## config.mk

```make
export PLATFORM = sky130hd
export DESIGN_NAME = divremsqrtintiter
export DESIGN_NICKNAME = d
export VERILOG_FILES = /design/src/rtl/divremsqrtintiter_pkg.sv /design/src/rtl/divremsqrtintstep.sv /design/src/rtl/divremsqrtintiter.sv
export SDC_FILE = /design/constraint.sdc
export NUM_CORES = 1
export LEC_CHECK = 0
export BUFFER_PORTS_ARGS = -buffer_cell sky130_fd_sc_hd__clkbuf_2
export CAP_MARGIN = 20
export CELL_PAD_IN_SITES_DETAIL_PLACEMENT = 0
export CELL_PAD_IN_SITES_GLOBAL_PLACEMENT = 1
export CORE_MARGIN = 2
export CORE_UTILIZATION = 43
export DETAILED_ROUTE_END_ITERATION = 16
export HOLD_SLACK_MARGIN = 0.1
export PLACE_DENSITY_LB_ADDON = 0.25
export SYNTH_ARGS = -nofsm -noshare
export SYNTH_HDL_FRONTEND = slang
export SYNTH_SLANG_ARGS = --single-unit
```

## constraint.sdc

```tcl
create_clock -name clk -period 5.92 [get_ports clk]
set_clock_uncertainty 0.05 [all_clocks]
set_input_delay 0.592 -clock clk [delete_from_list [all_inputs] [get_ports clk]]
set_output_delay 0.592 -clock clk [all_outputs]
set_load 0.05 [all_outputs]
```

## src/rtl/divremsqrtintiter_pkg.sv

```systemverilog
// Shared divider package: configuration record and divider state types.
package divremsqrtintiter_pkg;

  typedef struct packed {
    int unsigned XLEN;
    int unsigned INTDIVb;
  } cvw_t;

  localparam cvw_t CVW_DEFAULT = '{XLEN: 64, INTDIVb: 64};

  typedef enum logic [1:0] {
    DIVIDLE,
    DIVBUSY,
    DIVDONE
  } divstate_t;

  typedef enum logic [2:0] {
    IDLE,
    PREP,
    ITER,
    FIX,
    DONE
  } divintstate_t;

endpackage

```

## src/rtl/divremsqrtintstep.sv

```systemverilog
// One radix-2 restoring division step on the {rem, quo} shift pair.
module divremsqrtintstep
  import divremsqrtintiter_pkg::*;
#(
  parameter cvw_t P = CVW_DEFAULT
) (
  input  logic [P.XLEN-1:0] rem,
  input  logic [P.XLEN-1:0] quo,
  input  logic [P.XLEN-1:0] babs,
  output logic [P.XLEN-1:0] remnext,
  output logic [P.XLEN-1:0] quonext
);
  localparam int XLEN = P.XLEN;

  logic [XLEN:0]   shifted;
  logic [XLEN-1:0] diff;
  logic            ge;

  // The shifted remainder can exceed XLEN bits, so compare at XLEN+1;
  // when it fits, the modular XLEN-bit difference is the exact remainder.
  always_comb begin
    shifted = {rem, quo[XLEN-1]};
    ge      = shifted >= {1'b0, babs};
    diff    = shifted[XLEN-1:0] - babs;
    remnext = ge ? diff : shifted[XLEN-1:0];
    quonext = {quo[XLEN-2:0], ge};
  end

endmodule

```

## src/rtl/divremsqrtintiter.sv

```systemverilog
// Iterative restoring integer divider feeding the integer special-case stage.
module divremsqrtintiter
  import divremsqrtintiter_pkg::*;
#(
  parameter cvw_t P = CVW_DEFAULT
) (
  input  logic                 clk,
  input  logic                 resetn,
  input  logic                 StartE,
  input  logic                 FlushE,
  input  logic [P.XLEN-1:0]    AE,
  input  logic [P.XLEN-1:0]    BE,
  input  logic                 SignedE,
  input  logic                 RemOpE,
  output logic                 BusyE,
  output logic                 DoneM,
  output logic [P.XLEN-1:0]    AM,
  output logic [P.XLEN-1:0]    BM,
  output logic                 RemOpM,
  output logic                 BZeroM,
  output logic                 ALTBM,
  output logic [P.INTDIVb+3:0] PreIntResultM
);
  localparam int XLEN = P.XLEN;
  localparam int CW   = $clog2(XLEN) + 1;
  localparam int EXTW = P.INTDIVb + 4 - XLEN;

  divintstate_t    state;
  logic            signa, signb;
  logic [CW-1:0]   cnt;
  logic [XLEN-1:0] rem, quo, babs;
  logic [XLEN-1:0] aabs_c, babs_c, remnext, quonext, qfix, rfix, res;
  logic            bzero_c, altb_c, lastiter;

  // Sign bits are only set for signed operations, so unsigned ops never negate.
  always_comb begin
    aabs_c   = signa ? -AM : AM;
    babs_c   = signb ? -BM : BM;
    bzero_c  = ~|BM;
    altb_c   = aabs_c < babs_c;
    qfix     = (signa ^ signb) ? -quo : quo;
    rfix     = signa ? -rem : rem;
    res      = RemOpM ? rfix : qfix;
    lastiter = cnt == CW'(XLEN - 1);
  end

  divremsqrtintstep #(.P(P)) ustep (
    .rem     (rem),
    .quo     (quo),
    .babs    (babs),
    .remnext (remnext),
    .quonext (quonext)
  );

  always_ff @(posedge clk) begin
    if (!resetn) begin
      state         <= IDLE;
      BusyE         <= 1'b0;
      DoneM         <= 1'b0;
      AM            <= '0;
      BM            <= '0;
      RemOpM        <= 1'b0;
      BZeroM        <= 1'b0;
      ALTBM         <= 1'b0;
      PreIntResultM <= '0;
      cnt           <= '0;
      signa         <= 1'b0;
      signb         <= 1'b0;
      rem           <= '0;
      quo           <= '0;
      babs          <= '0;
    end else if (FlushE) begin
      state <= IDLE;
      BusyE <= 1'b0;
      DoneM <= 1'b0;
    end else begin
      case (state)
        IDLE: begin
          if (StartE) begin
            AM            <= AE;
            BM            <= BE;
            RemOpM        <= RemOpE;
            signa         <= SignedE & AE[XLEN-1];
            signb         <= SignedE & BE[XLEN-1];
            BZeroM        <= 1'b0;
            ALTBM         <= 1'b0;
            PreIntResultM <= '0;
            BusyE         <= 1'b1;
            state         <= PREP;
          end
        end
        PREP: begin
          BZeroM <= bzero_c;
          ALTBM  <= altb_c;
          if (bzero_c | altb_c) begin
            BusyE <= 1'b0;
            DoneM <= 1'b1;
            state <= DONE;
          end else begin
            rem   <= '0;
            quo   <= aabs_c;
            babs  <= babs_c;
            cnt   <= '0;
            state <= ITER;
          end
        end
        ITER: begin
          rem <= remnext;
          quo <= quonext;
          cnt <= cnt + CW'(1);
          if (lastiter) state <= FIX;
        end
        FIX: begin
          PreIntResultM <= {{EXTW{res[XLEN-1]}}, res};
          BusyE         <= 1'b0;
          DoneM         <= 1'b1;
          state         <= DONE;
        end
        DONE: begin
          DoneM <= 1'b0;
          state <= IDLE;
        end
        default: state <= IDLE;
      endcase
    end
  end

endmodule

```

==> reports/results.tsv, run 1 <==
stage	metric	value	unit
outcome	outcome	finished, final reports clean	
clock_tree	cts.sinks	401	
critical_path	cpPeakStageDelay	0.55	ns
global_route	grt_pass1_vias	24300	
clock_tree	clk_pin_slew_worst_paths	0.06	ns
synth	postSynthCellCount	3512	
critical_path	rr_worst_depth	19	
synth	yosys_warnings	0	
timing	worst_pin_slew	1.06	ns
place	dp_hpwl	73.4	mm
critical_path	end_kind	flip-flop	
final_layout	final_cells	4566	
floorplan	rows	90	
final_layout	fin_util	0.503	
critical_path	crit_type	flip-flop to flip-flop	
routing	drt-pass1-iter-count	6	
floorplan	start_util	0.435	
floorplan	pin_count	335	
clock_tree	clockRootBuffer	clkbuf_16	
place	place_congestion	0.964	
routing	drt_iter0_drc	2209	
critical_path	crit_path_max_fanout	57	
floorplan	die_x	251	um
power_and_ir_drop	powerDensity	308	nW/um2
global_route	grt_pass1_wl	147	mm
critical_path	critPathBufInv	1	
synth	ys.flop_type	dfxtp_1	
run	maxCapViolations	0	
place	dp_cells	4483	
synth	synth-async-reset-ratio	0	
critical_path	crit_end	quo[25]$_SDFFE_PN0P_	
global_route	grt_usage	0.296	
timing	max_slew_margin	0.295	
final_layout	synthToLayoutAreaGrowth	15.7	%
synth	ys_types	92	
routing	wl_per_cell	21.0	um
routing	wirelength	95.7	mm
critical_path	r2r-start	AM[7]$_SDFFE_PN0P_	
floorplan	die_y	251	um
critical_path	crit_path_cell_trace	or4_1 > nand4b_1 > or2_2 > nand2b_1 > or3_1 > nand2b_1 > o31ai_1 > xnor2_1 > ha_1 > nand2_1 > nor3_1 > and2_1 > and4_1 > o21ai_0 > o21a_2 > o22a_2 > buf_12 > or3_1 > a21oi_1	
timing	fmax	0.180	GHz
timing	period_minus_slack	5.56	ns
floorplan	core-area	60400	um2
synth	yosysSeqAreaShare	0.306	
final_layout	fill_cells	6124	
clock_tree	postCtsHoldBufs	0	
critical_path	cp-startpoint	AM[7]$_SDFFE_PN0P_	
synth	synth_nets	3779	
power_and_ir_drop	p_total	9.34	mW
power_and_ir_drop	total_leakage_power	12.5	nW
routing	detail-route-antenna-nets	0	
clock_tree	cts_tree	done	
clock_tree	cts_buffers	47	
global_route	grt_max_degree	126	
global_route	overflow	0	
synth	synth_edf_count	0	
routing	via_per_inst	5.73	
power_and_ir_drop	peakVddDrop	0.277	mV
final_layout	n_antenna_cell	0	
timing	finalCritPeriodShare	0.940	
critical_path	crit_slowest_cell	or4_1	
timing	finalWorstSetupSlack	0.356	ns
floorplan	dieArea	63100	um2
clock_tree	htreeDepth	2	
final_layout	multiInputGateArea	16900	um2
clock_tree	ctsLongestPathBuffers	3	
clock_tree	clkLatencyLatePin	0.60	ns
critical_path	r2r_end	quo[25]$_SDFFE_PN0P_	
timing	timing.hold.ws	0.154	ns
critical_path	path_delay_family	simple AND/OR/NAND/NOR gates	
min_path	hold_path.class	primary input to flip-flop	
timing	setup_violations	0	
synth	syn_area	26300	um2
timing	slew_violations	0	
critical_path	worstSetupPathDepth	19	
critical_path	r2r_slack	0.36	ns
synth	ys_seq_elements	401	
routing	drc	0	
final_layout	register_area	8030	um2
place	dpl_worst_slack	0.124	ns
critical_path	cp.arrival	6.04	ns
critical_path	crit_required	6.39	ns
routing	via_count	26200	
final_layout	finalNetCount	4019	
global_route	grt_antenna_before_repair	2	
synth	avgSynthCellArea	7.48	um2
timing	hold_viol_final	0	
place	portBuffers	334	
critical_path	crit_path_start_kind	flip-flop	
final_layout	drive_gt1_frac	0.149	
flip-flops by register name, summed over array words and instances, names as in the netlist:
signal / cells
RemOpM: 1
DoneM: 1
rem: 64
BZeroM: 1
ALTBM: 1
state: 3
quo: 64
signa: 1
BM: 64
signb: 1
PreIntResultM: 64
cnt: 7
babs: 64
AM: 64
BusyE: 1
cell type report:
class	count	share of cell area
tap	782	0.0322
clock inverter	20	0.0103
sequential	401	0.264
multi-input combinational	2770	0.557
timing repair buffer	420	0.0791
inverter	112	0.0141
clock buffer	61	0.0427
report_power, final:
part	switching [mW]	internal (mW)	leakage (nW)
Sequential	0.118	2.78	3.25
Clock	1.26	1.85	0.779
Combinational	2.20	1.14	8.51
Total	3.57	5.77	12.5
per-stage QoR:
stage	cell area, um2	setup TNS [ns]
4_1_cts	30300	0
3_5_place_dp	28700	0
3_3_place_gp	28700	0
5_1_grt	30400	-0.000219
6_report	30400	0
2_1_floorplan	26300	0
tightest hold or removal path: stages:
cell      delay [ns]
clkbuf_2        0.08
nand2_1         0.04
a21oi_1         0.05
synthesized netlist by cell type, drive strengths merged (8+ instances only):
cell type  count  area, um2
xor2         151       1320
clkbuf       180        697
nor2         291       1090
or3           54        363
a31oi         22        138
ha           132       1650
or4           38        305
nand3         61        310
nor3          64        320
mux2i         24        240
o31ai         67        508
and3          11       68.8
dfxtp        401       8030
nand2        585       2200
nor4          28        188
a21o          36        270
a32oi         13        114
xnor2        155       1360
o21bai        15        113
a22o          23        203
o21ai        246       1240
or2           15       93.8
o41ai         30        289
buf           47        304
a22oi         17        128
nor2b         14       87.6
nand4         37        231
a21boi         8       60.1
o21a          35        263
nand2b        19        119
inv          112        420
a211oi        92        691
o211ai        26        195
a21oi        365       1830
and2          21        131
kinds of logic after synthesis:
family / synth area share
XOR/XNOR: 0.102
flip-flops: 0.306
adder cells (fa/ha/maj): 0.0636
multiplexers: 0.00957
buffers and inverters: 0.0548
AO/OA/AOI/OAI: 0.246
AND/OR/NAND/NOR: 0.219
layer usage:
layer / vias to the layer above / part of all wire / track usage
met4: 2 / 0.027 / 0.0840
met2: 908 / 0.42 / 0.437
met3: 130 / 0.074 / 0.0465
met1: 12200 / 0.48 / 0.440
li1: 12900 / - / -
met5: - / 0.00014 / 0
layout by cell type (no fill, tap or decap), drive strengths merged, types with 36 or more instances in the layout:
cell / instances
a211oi: 92
a21o: 36
a21oi: 365
buf: 86
clkbuf: 395
dfxtp: 401
ha: 132
inv: 113
nand2: 585
nand3: 61
nand4: 37
nor2: 291
nor3: 64
o21ai: 246
o31ai: 67
or3: 54
or4: 38
xnor2: 155
xor2: 151
worst min-delay path by stage:
| stage | from | end | slack [ns] | cells after the start |
|---|---|---|---|---|
| final | AE[17] | AM[17]$_SDFFE_PN0P_ | 0.15 | 3 |
| after global routing | AE[6] | AM[6]$_SDFFE_PN0P_ | 0.15 | 3 |
| after CTS | BE[56] | BM[56]$_SDFFE_PN0P_ | 0.13 | 3 |
| after detailed placement | PreIntResultM[24]$_SDFFE_PN0P_ | PreIntResultM[24]$_SDFFE_PN0P_ | 0.39 | 1 |
| after global placement | PreIntResultM[26]$_SDFFE_PN0P_ | PreIntResultM[26]$_SDFFE_PN0P_ | 0.38 | 2 |
| after floorplan | cnt[5]$_SDFFE_PN0P_ | cnt[5]$_SDFFE_PN0P_ | 0.38 | 1 |
timing repair:
item,CTS,global route
setup endpoints to repair,0,188
resized for setup,0,12
setup buffers,0,2
Note: power is estimated with default switching activity, not from simulation.
==> inputs of run 2 (changes only) <==
Settings changed: REMOVE_ABC_BUFFERS set to 1.
==> reports/results.tsv, run 2 (same netlist as run 1, synthesis figures left out) <==
stage	metric	value	unit
final_layout	drive_gt1_frac	0.147	
routing	detail-route-antenna-nets	0	
timing	finalCritPeriodShare	0.944	
clock_tree	cts.sinks	401	
critical_path	crit_path_max_fanout	32	
critical_path	end_kind	flip-flop	
routing	wl_per_cell	20.8	um
final_layout	final_common_cell	nand2_1	
run	maxCapViolations	0	
clock_tree	clkLatencyLatePin	0.60	ns
power_and_ir_drop	swShare	0.379	
min_path	hold_path.class	primary input to flip-flop	
floorplan	die_y	251	um
global_route	grt_antenna_before_repair	0	
timing	fmax	0.179	GHz
clock_tree	postCtsHoldBufs	0	
global_route	grt_max_degree	148	
routing	drt-pass1-iter-count	6	
floorplan	pin_count	335	
clock_tree	cts_tree	done	
global_route	overflow	0	
power_and_ir_drop	p_clk_frac	0.336	
critical_path	crit_type	flip-flop to flip-flop	
final_layout	layout_common_cells	nand2_1, dfxtp_1, a21oi_1, clkbuf_2, nor2_1	
routing	via_count	26000	
floorplan	core-area	60400	um2
floorplan	dieArea	63100	um2
global_route	grt_pass1_wl	145	mm
power_and_ir_drop	p_comb_frac	0.356	
final_layout	finalNetCount	4004	
place	place_congestion	0.940	
floorplan	die_x	251	um
timing	setup_violations	0	
floorplan	start_util	0.435	
final_layout	fill_cells	6165	
clock_tree	cts_buffers	46	
clock_tree	clockRootBuffer	clkbuf_16	
final_layout	synthToLayoutAreaGrowth	15.4	%
power_and_ir_drop	seqPwrFrac	0.309	
power_and_ir_drop	p_total	9.42	mW
outcome	outcome	finished, final reports clean	
clock_tree	ctsLongestPathBuffers	3	
timing	worst_pin_slew	1.06	ns
clock_tree	htreeDepth	2	
critical_path	crit_path_start_kind	flip-flop	
place	portBuffers	334	
place	dp_hpwl	72.6	mm
power_and_ir_drop	p_sw	3.58	mW
critical_path	r2r-start	BM[9]$_SDFFE_PN0P_	
routing	drt_iter0_drc	2326	
critical_path	cp-startpoint	BM[9]$_SDFFE_PN0P_	
min_path	hold_start	BE[41]	
place	dpl_worst_slack	0.0479	ns
global_route	grt_pass1_vias	24000	
routing	drc	0	
timing	slew_violations	0	
routing	wirelength	95.0	mm
timing	final.setup.tns	0	ns
global_route	use_met3	0.0411	
power_and_ir_drop	p_int	5.85	mW
global_route	grt_usage	0.291	
critical_path	crit_required	6.37	ns
global_route	grt_busiest_layer	met1	
routing	via_per_inst	5.71	
timing	hold_viol_final	0	
power_and_ir_drop	total_leakage_power	12.5	nW
power_and_ir_drop	peakVddDrop	0.225	mV
global_route	grt_use_met2	0.432	
clock_tree	clk_pin_slew_worst_paths	0.06	ns
timing	period_minus_slack	5.59	ns
power_and_ir_drop	powerDensity	311	nW/um2
global_route	met1_usage	0.439	
timing	max_slew_margin	0.291	
timing	finalWorstSetupSlack	0.332	ns
floorplan	rows	90	
timing	rsz0062_at_grt	false	
critical_path	cp.arrival	6.03	ns
[run 2: cell types whose count changed in the layout (fill, tap and decap cells not counted), moves of 2 or more]
cell	before	now
buf_6	0	2
buf_4	79	65
clkinv_8	2	0
buf_12	7	5
clkinv_2	6	9
[run 2: timing repair]
action                                  in CTS  in global routing
resized for setup                            0                 10
buffers inserted                             0                  1
endpoints found under the setup margin       0                150
[run 2: through the flow]
step,cell area [um2],hold WS (ns),util,cells
finish,30300,0.163,0.502,4557
global route,30300,0.153,0.502,4556
CTS,30300,0.141,0.501,4555
detailed placement,28600,0.392,0.474,4470
global placement,28600,0.385,0.474,4470
floorplan,25300,0.382,-,3283
[run 2: power by group through the flow]
| stage | clock network [mW] | logic, mW | registers [mW] |
|---|---|---|---|
| after floorplan | 0 | 1.90 | 3.08 |
| after detailed placement | 0 | 3.27 | 2.97 |
| final | 3.16 | 3.35 | 2.91 |
| after CTS | 3.20 | 3.29 | 2.91 |
| after global routing | 3.32 | 3.63 | 2.92 |
| after global placement | 0 | 3.29 | 2.96 |
[run 2: critical path, stage by stage, from the launching register on]
cell      delay (ns)
dfxtp_1         0.36
or4_1           0.60
nor4_1          0.40
nand3_1         0.12
or2_2           0.35
nand2b_1        0.21
nand2b_1        0.32
o31ai_1         0.36
xor2_1          0.30
ha_1            0.30
nand4_1         0.14
nor4_1          0.07
a221oi_1        0.26
nand2_1         0.13
a311oi_1        0.31
o21a_2          0.30
o22a_2          0.22
buf_6           0.29
a22oi_1         0.13
o21ai_0         0.10
nor3b_1         0.18
[run 2: routing by layer]
metal	wire [um]	part of all wire	vias up
met5	0	0	-
met4	2270	0.024	0
met3	6440	0.068	120
met2	40100	0.42	895
met1	46100	0.49	12100
li1	-	-	12900
[run 2: path summary, 6_finish.rpt]
path | to | slack [ns] | depth (start not counted)
worst max-delay path | rem[21]$_SDFFE_PN0P_ | 0.33 | 20
worst min-delay path | BM[41]$_SDFFE_PN0P_ | 0.16 | 3
worst max register to register | rem[21]$_SDFFE_PN0P_ | 0.33 | 20
worst min register to register | PreIntResultM[32]$_SDFFE_PN0P_ | 0.40 | 2
[run 2: cell type report]
class / instances / area, um2 / area share
clock buffers: 62 / 1310 / 0.0433
diodes: 1 / 2.50 / 0.0000826
flip-flops and latches: 401 / 8030 / 0.265
clock inverters: 23 / 344 / 0.0114
inverters: 112 / 428 / 0.0141
well taps: 782 / 978 / 0.0323
multi-input cells: 2770 / 16900 / 0.559
repair buffers: 406 / 2280 / 0.0753
